[src/rtl/temp_storage_pkg.sv]
// Types shared between pipeline stages: the IF->ID bundle and the fetch FSM encoding.
package temp_storage;

  typedef logic [63:0] addr_t;
  typedef logic [31:0] inst_t;

  typedef struct packed {
    logic  inst_signal;
    inst_t inst;
    addr_t inst_pc;
  } if_id_t;

  typedef enum logic [1:0] {FETCH_REQ, FETCH_HOLD, FETCH_DRAIN} fetch_state_t;

  localparam int unsigned INST_BYTES = 4;

endpackage

[src/rtl/inst_fetch.sv]
// IF stage: keeps the PC, issues one outstanding instruction-bus request at a time and
// drives the registered IF/ID bundle, honouring ID stall and EX redirects.
module inst_fetch
  import temp_storage::*;
#(
  parameter logic [63:0] RESET_PC = 64'h8000_0000
) (
  input  logic                       clk,
  input  logic                       reset_n,
  input  logic                       stall,
  input  logic                       redirect_valid,
  input  logic [63:0]                redirect_pc,
  output logic                       ireq_valid,
  output logic [63:0]                ireq_addr,
  input  logic                       iresp_data_ok,
  input  logic [31:0]                iresp_data,
  output logic [$bits(if_id_t)-1:0]  if_id_out,
  output logic                       fetch_busy
);

  fetch_state_t r_state, w_state;
  addr_t        r_pc, w_pc;
  addr_t        r_addr_q, w_addr_q;
  inst_t        r_buf_inst, w_buf_inst;
  addr_t        r_buf_pc, w_buf_pc;
  if_id_t       r_out, w_out;
  addr_t        w_pc_inc;

  function automatic addr_t pc_step(input addr_t pc);
    return pc + addr_t'(INST_BYTES);
  endfunction

  assign w_pc_inc = pc_step(r_pc);

  always_comb begin
    w_state    = r_state;
    w_pc       = r_pc;
    w_addr_q   = r_addr_q;
    w_buf_inst = r_buf_inst;
    w_buf_pc   = r_buf_pc;
    w_out      = r_out;
    if (!stall) w_out.inst_signal = 1'b0;

    if (redirect_valid) begin
      // A redirect flushes ID even under stall; a request still on the bus must be drained.
      w_pc              = redirect_pc;
      w_out.inst_signal = 1'b0;
      if ((r_state != FETCH_HOLD) && !iresp_data_ok) begin
        w_state = FETCH_DRAIN;
      end else begin
        w_state  = FETCH_REQ;
        w_addr_q = redirect_pc;
      end
    end else begin
      case (r_state)
        FETCH_REQ: begin
          if (iresp_data_ok) begin
            w_pc     = w_pc_inc;
            w_addr_q = w_pc_inc;
            if (stall) begin
              w_buf_inst = iresp_data;
              w_buf_pc   = r_pc;
              w_state    = FETCH_HOLD;
            end else begin
              w_out = '{inst_signal: 1'b1, inst: iresp_data, inst_pc: r_pc};
            end
          end
        end
        FETCH_HOLD: begin
          if (!stall) begin
            w_out   = '{inst_signal: 1'b1, inst: r_buf_inst, inst_pc: r_buf_pc};
            w_state = FETCH_REQ;
          end
        end
        FETCH_DRAIN: begin
          if (iresp_data_ok) begin
            w_addr_q = r_pc;
            w_state  = FETCH_REQ;
          end
        end
        default: w_state = FETCH_REQ;
      endcase
    end
  end

  always_ff @(posedge clk) begin
    if (!reset_n) begin
      r_state    <= FETCH_REQ;
      r_pc       <= RESET_PC;
      r_addr_q   <= RESET_PC;
      r_buf_inst <= '0;
      r_buf_pc   <= '0;
      r_out      <= '0;
    end else begin
      r_state    <= w_state;
      r_pc       <= w_pc;
      r_addr_q   <= w_addr_q;
      r_buf_inst <= w_buf_inst;
      r_buf_pc   <= w_buf_pc;
      r_out      <= w_out;
    end
  end

  assign ireq_valid = reset_n && (r_state != FETCH_HOLD);
  assign fetch_busy = reset_n && (r_state != FETCH_HOLD);
  assign ireq_addr  = r_addr_q;
  assign if_id_out  = r_out;

endmodule

[config.mk]
export PLATFORM = sky130hd
export DESIGN_NAME = inst_fetch
export DESIGN_NICKNAME = d
export VERILOG_FILES = /design/src/rtl/temp_storage_pkg.sv /design/src/rtl/inst_fetch.sv
export SDC_FILE = /design/constraint.sdc
export NUM_CORES = 1
export LEC_CHECK = 0
export ABC_AREA = 1
export CAP_MARGIN = 15
export CORE_MARGIN = 10
export CORE_UTILIZATION = 58
export DETAILED_ROUTE_END_ITERATION = 12
export PLACE_DENSITY = 0.91
export SYNTH_ARGS = -nofsm -noshare
export SYNTH_HDL_FRONTEND = slang
export SYNTH_SLANG_ARGS = --single-unit
[constraint.sdc]
create_clock -name clk -period 2.8 [get_ports clk]
set_clock_uncertainty 0.15 [all_clocks]
set_input_delay 0.56 -clock clk [delete_from_list [all_inputs] [get_ports clk]]
set_output_delay 0.56 -clock clk [all_outputs]
set_load 0.05 [all_outputs]
==> reports/metrics.cfg, run 1 <==
[worst_setup_path]
endpoint = r_pc[56]$_SDFFE_PN0P_
cpPeakStageDelay_ns = 0.47
crit_cells = 10
cp.required_ns = 3.03
reg2reg_to = r_pc[56]$_SDFFE_PN0P_
worstReg2RegStart = r_pc[2]$_SDFFE_PN0P_
cp.arrival_ns = 2.84
endpoint_kind = flip-flop
cpMostUsedCell = nand2_1
crit_buf_inv = 0
crit_path_start = r_pc[2]$_SDFFE_PN0P_
crit_type = reg -> reg
slowest_stage = dfxtp_1
crit_path_max_fanout = 6
cp_top_family = simple AND/OR/NAND/NOR gates
path_cells = ha_1 -> nand2_1 -> nor2_4 -> nand2_1 -> nor2_4 -> nand2_1 -> o21ai_1 -> nand2_1 -> a21oi_1 -> nor2_1
ff2ff_path_depth = 10
critPathLaunchType = flip-flop
r2r_slack_ns = 0.20

[yosys]
yosys_warnings = 0
netlist_area_mm2 = 0.0160
synth_cells = 2262
avgSynthCellArea_um2 = 7.07
synth_seq_cells = 323
synth_cell_types = 39
synth.top_cells.by_area = dfxtp_1, o21ai_0, nand2_1
synth_fp_nets = 2364
ys_async_sr_fraction_pct = 0
ys_seq_area_share_pct = 40.5
synth_edf_count = 0
synth_common_cells = nand2_1, dfxtp_1, o21ai_0
synthFlopType = dfxtp_1
synth_top_area_share_pct = 40.5
yosys.cell_count.top_type = nand2_1
yosysTopAreaCell = dfxtp_1

[global_routing]
grt_pass1_wl_um = 89100
grt_start_max_net_pins = 175
grtUsageTotal_pct = 32.1
first_global_vias = 16500
antenna_found_initial = 0
grt.overflow.total = 0

[final_layout]
stdcell_count = 2812
num-nets-final = 2547
syn2layout_area_growth_pct = 26.2
final_core_util_pct = 74.6
antennaDiodeCount = 0
n_fill_cell = 1927
layout-drive-gt1-share_pct = 5.75

[placement]
gp_congestion = 0.983
io_buffer_count = 263
post-dp-hpwl_um = 38800
dp_cells = 2748

[run_status]
outcome = finished, final reports clean

[sta]
rsz0062_at_grt = false
report.final.setup_viol = 0
period_share_pct = 93.0
max_slew_margin_pct = 49.8
period_minus_slack_ns = 2.60
fmax_mhz = 384
worst_pin_slew_ns = 0.753
hold_violations = 0
drv_slew = 0
finalSetupTns_ns = 0

[cts]
cts_root_buf = clkbuf_16
numClockSinks = 323
cts-resized-gates = 0
cts_made_buffers = 36
path_clk_slew_ns = 0.06
cts_tree = built
postCtsSetupRepairBufs = 0
cts_max_path_buffers = 3
clk_latency_ns = 0.52
ctsHoldBuffers = 0
htree_levels = 2

[pwr]
powerDensity_mw_per_mm2 = 591
leakage_nw = 8.35
irDropWorstVdd_uv = 430

[route]
dr.pass1.iters = 6
vias = 17100
drt_wl_total_um = 58100
drt-initial-drc-count = 2267
wl_per_cell_um = 20.7
detail-route-antenna-nets = 0
viasPerCell = 6.06
drc = 0

[floorplanning]
coreArea_mm2 = 0.0270
row_count = 60
dieArea_mm2 = 0.0346
start_util_pct = 59.1
dieHeight_um = 186
pin_count = 264
die-width_um = 186

[run]
drv_cap = 0

[worst_hold_path]
hold_path_class = reg -> reg

==> power by group <==
part	switching (mW)	total, mW	internal [mW]
registers	0.176	4.99	4.82
logic	1.18	1.81	0.629
clock network	2.00	5.12	3.12
==> worst reg2reg max path, cell delays in order (launching register included) <==
cell and delay [ns]:
dfxtp_1 0.47, ha_1 0.28, nand2_1 0.11, nor2_4 0.16, nand2_1 0.16, nor2_4 0.35, nand2_1 0.27, o21ai_1 0.26
nand2_1 0.08, a21oi_1 0.13, nor2_1 0.05
==> metal layers <==
layer	global-route usage, %	routed length (µm)	vias up
li1	-	-	7861
met5	0	0	-
met3	7.41	6440	187
met4	14.4	2550	0
met1	39.3	22400	7903
met2	52.8	26700	1100
==> registers in the layout, indices dropped and copies added (netlist names) <==
register and count:
if_id_out 97, ireq_addr 64, r_buf_inst 32, r_buf_pc 64
r_pc 64, r_state 2
==> worst min-delay path by stage <==
stage | cells after the start | slack (ns) | to | start
after global routing | 2 | 0.30 | if_id_out[96]$_SDFF_PP0_ | redirect_valid
final | 2 | 0.30 | r_buf_inst[31]$_SDFFE_PN0P_ | r_buf_inst[31]$_SDFFE_PN0P_
after CTS | 2 | 0.29 | if_id_out[96]$_SDFF_PP0_ | redirect_valid
after detailed placement | 2 | 0.29 | r_buf_pc[40]$_SDFFE_PN0P_ | r_buf_pc[40]$_SDFFE_PN0P_
after global placement | 2 | 0.28 | r_buf_pc[40]$_SDFFE_PN0P_ | r_buf_pc[40]$_SDFFE_PN0P_
after floorplan | 2 | 0.27 | r_buf_inst[0]$_SDFFE_PN0P_ | r_buf_inst[0]$_SDFFE_PN0P_
==> kinds of logic after synthesis <==
family          after synthesis  synth area share, %
simple gates                745                 19.5
flops                       323                 40.5
xor+xnor                     28                 1.53
compound gates              661                 22.3
buf+inv                     406                 9.99
fa+ha+maj                     1               0.0783
mux                          98                 6.14
==> layout by cell type (no fill, tap or decap), types with 9 or more instances in the layout <==
cell	synthesis	layout
nand2_1	360	357
dfxtp_1	323	323
clkdlybuf4s50_1	0	259
clkbuf_16	0	37
nor2_2	8	11
nand2_2	7	9
buf_4	7	21
o21bai_1	14	14
inv_1	247	245
nand3_1	108	108
xor2_1	28	28
o22ai_1	58	58
o21ai_1	14	14
a31oi_1	32	32
mux2i_1	98	98
o211ai_1	21	21
o21ai_0	277	277
buf_12	0	18
a21oi_1	229	229
nand4_1	13	13
nor2_1	229	226
==> per-stage QoR <==
step                setup WS (ns)  cell area (µm²)  hold slack, ns  power (mW)
finish                      0.196            20200           0.300        11.9
global route                0.104            20200           0.305        12.3
floorplan                   0.234            16000           0.275        6.16
global placement            0.233            18900           0.283        6.78
detailed placement          0.175            18900           0.289        6.84
CTS                         0.278            20200           0.289        11.9
==> cell type report <==
| type | count | area [µm²] | area share (%) |
|---|---|---|---|
| multi-input cells | 1533 | 7950 | 39.4 |
| repair buffers | 298 | 3110 | 15.4 |
| clock inverters | 17 | 253 | 1.25 |
| clock buffers | 47 | 1010 | 5.02 |
| well taps | 341 | 427 | 2.12 |
| flip-flops and latches | 323 | 6470 | 32.1 |
| inverters | 253 | 952 | 4.72 |
Note: power is estimated with default switching activity, not from simulation.
==> run 2, diff against run 1 <==
--- a/config.mk
+++ b/config.mk
@@ -10,7 +10,8 @@
 export CORE_MARGIN = 10
 export CORE_UTILIZATION = 58
 export DETAILED_ROUTE_END_ITERATION = 12
-export PLACE_DENSITY = 0.91
+export PLACE_DENSITY = 0.86
+export SLEW_MARGIN = 20
 export SYNTH_ARGS = -nofsm -noshare
 export SYNTH_HDL_FRONTEND = slang
 export SYNTH_SLANG_ARGS = --single-unit
==> reports/metrics.cfg, run 2 (synthesis gave the netlist of run 1 again) <==
[worst_hold_path]
hold_path_class = reg -> reg  ; unchanged
hold_depth = 2  ; unchanged

[worst_setup_path]
endpoint_kind = flip-flop  ; unchanged
cp.arrival_ns = 2.76  ; was 2.84 ns
ff2ff_path_depth = 10  ; unchanged
r2r_slack_ns = 0.26  ; was 0.20 ns
cp.required_ns = 3.02  ; was 3.03 ns
cpMostUsedCell = nand2_1  ; unchanged
crit_type = reg -> reg  ; unchanged
path_cells = ha_1 -> nand2_1 -> nor2_4 -> nand2_2 -> nor2_2 -> nand2_1 -> o21ai_1 -> nand2_1 -> nand2_1 -> a21oi_1  ; was ha_1 -> nand2_1 -> nor2_4 -> nand2_1 -> nor2_4 -> nand2_1 -> o21ai_1 -> nand2_1 -> a21oi_1 -> nor2_1
cp_top_family = simple AND/OR/NAND/NOR gates  ; unchanged
slowest_stage = dfxtp_1  ; unchanged
crit_buf_inv = 0  ; unchanged
crit_cells = 10  ; unchanged
crit_path_max_fanout = 6  ; unchanged
cpPeakStageDelay_ns = 0.47  ; about the same
critPathLaunchType = flip-flop  ; unchanged

[placement]
post-dp-hpwl_um = 38000  ; was 38800 µm
dp_slack_ns = 0.197  ; was 0.175 ns
dp_cells = 2752  ; was 2748
gp_congestion = 0.992  ; was 0.983
io_buffer_count = 263  ; unchanged

[cts]
cts-resized-gates = 0  ; unchanged
cts_made_buffers = 35  ; was 36
cts_tree = built  ; unchanged
postCtsSetupRepairBufs = 0  ; unchanged
numClockSinks = 323  ; unchanged
htree_levels = 2  ; unchanged
path_clk_slew_ns = 0.06  ; about the same
clk_latency_ns = 0.52  ; about the same
ctsHoldBuffers = 0  ; unchanged
cts_max_path_buffers = 3  ; unchanged
cts_root_buf = clkbuf_16  ; unchanged

[final_layout]
layout-drive-gt1-share_pct = 5.74  ; was 5.75%
n_fill_cell = 2023  ; was 1927
antennaDiodeCount = 0  ; unchanged
multi_input_area_mm2 = 0.00795  ; unchanged
num-nets-final = 2550  ; was 2547
stdcell_count = 2815  ; was 2812
layout_common_cells = nand2_1, dfxtp_1, o21ai_0, clkdlybuf4s50_1, inv_1  ; unchanged
register_area_mm2 = 0.00647  ; unchanged
largest_reg_flops = 97  ; unchanged
syn2layout_area_growth_pct = 25.9  ; was 26.2%
final_common_cell = nand2_1  ; unchanged

[sta]
report.final.setup_viol = 0  ; unchanged
setup_ws_ns = 0.263  ; was 0.196 ns
finalSetupTns_ns = 0  ; unchanged
period_minus_slack_ns = 2.54  ; was 2.60 ns
period_share_pct = 90.6  ; was 93.0%
rsz0062_at_grt = false  ; unchanged
fmax_mhz = 394  ; was 384 MHz
hold_violations = 0  ; unchanged
max_slew_margin_pct = 50.1  ; was 49.8%
drv_slew = 0  ; unchanged
worst_pin_slew_ns = 0.748  ; was 0.753 ns

[pwr]
irDropWorstVdd_uv = 423  ; was 430 µV
total_power_mw = 11.7  ; was 11.9 mW
powerDensity_mw_per_mm2 = 582  ; was 591 mW/mm²
leakage_nw = 8.34  ; was 8.35 nW

[floorplanning]
dieHeight_um = 186  ; unchanged
die-width_um = 186  ; unchanged
dieArea_mm2 = 0.0346  ; unchanged
coreArea_mm2 = 0.0270  ; unchanged
pin_count = 264  ; unchanged
start_util_pct = 59.1  ; unchanged
row_count = 60  ; unchanged

[global_routing]
grt_pass1_wl_um = 87500  ; was 89100 µm
grtUsageTotal_pct = 31.4  ; was 32.1%
first_global_vias = 16000  ; was 16500
grt_start_max_net_pins = 175  ; unchanged
grt.overflow.total = 0  ; unchanged
antenna_found_initial = 1  ; was 0

[run]
drv_cap = 0  ; unchanged

[route]
wl_per_cell_um = 20.0  ; was 20.7 µm
dr.pass1.iters = 6  ; unchanged
drt-initial-drc-count = 1936  ; was 2267
drt_wl_total_um = 56200  ; was 58100 µm
drc = 0  ; unchanged
detail-route-antenna-nets = 0  ; unchanged
viasPerCell = 5.98  ; was 6.06
vias = 16800  ; was 17100

[run_status]
outcome = finished, final reports clean  ; unchanged

## run 2: path summary, 6_finish.rpt
path	from	to
setup / recovery	r_pc[2]$_SDFFE_PN0P_	r_pc[60]$_SDFFE_PN0P_
hold / removal	r_buf_inst[0]$_SDFFE_PN0P_	r_buf_inst[0]$_SDFFE_PN0P_
setup reg to reg	r_pc[2]$_SDFFE_PN0P_	r_pc[60]$_SDFFE_PN0P_
hold reg to reg	r_buf_inst[0]$_SDFFE_PN0P_	r_buf_inst[0]$_SDFFE_PN0P_
## run 2: power breakdown
part / switching (mW) / internal, mW
sequential: 0.171 / 4.82
clock: 1.94 / 2.99
combinational: 1.17 / 0.629
total: 3.28 / 8.44
## run 2: metal layers
| layer | vias to the layer above | wire [µm] | track usage, % |
|---|---|---|---|
| met3 | 183 | 6060 | 7.31 |
| met2 | 990 | 25800 | 50.8 |
| met4 | 2 | 2610 | 14.7 |
| met5 | - | 13 | 0 |
| li1 | 7891 | - | - |
| met1 | 7770 | 21700 | 38.8 |
## run 2: final cells by class
type / count / area share [%]
clock buffers: 51 / 5.05
flip-flops and latches: 323 / 32.1
well taps: 341 / 2.12
inverters: 253 / 4.73
multi-input cells: 1533 / 39.5
repair buffers: 302 / 15.5
clock inverters: 12 / 0.989
## run 2: worst register-to-register path, stage by stage, from the launching register on
cell and delay [ns]:
dfxtp_1 0.47, ha_1 0.27, nand2_1 0.11, nor2_4 0.16, nand2_2 0.15, nor2_2 0.36
nand2_1 0.28, o21ai_1 0.24, nand2_1 0.07, nand2_1 0.06, a21oi_1 0.07
## run 2: through the flow
| stage | area (µm²) | util (%) | hold WS, ns |
|---|---|---|---|
| floorplan | 16000 | - | 0.275 |
| global placement | 18900 | 70.0 | 0.284 |
| detailed placement | 18900 | 70.0 | 0.290 |
| CTS | 20100 | 74.5 | 0.298 |
| global route | 20100 | 74.5 | 0.315 |
| finish | 20100 | 74.5 | 0.297 |
==> run 3, diff against run 2 <==
--- a/config.mk
+++ b/config.mk
@@ -10,6 +10,7 @@
 export CORE_MARGIN = 10
 export CORE_UTILIZATION = 58
 export DETAILED_ROUTE_END_ITERATION = 12
+export GPL_TIMING_DRIVEN = 1
 export PLACE_DENSITY = 0.86
 export SLEW_MARGIN = 20
 export SYNTH_ARGS = -nofsm -noshare
==> results of run 3 <==
The final DEF is identical to that of run 2; final timing and power are the same.
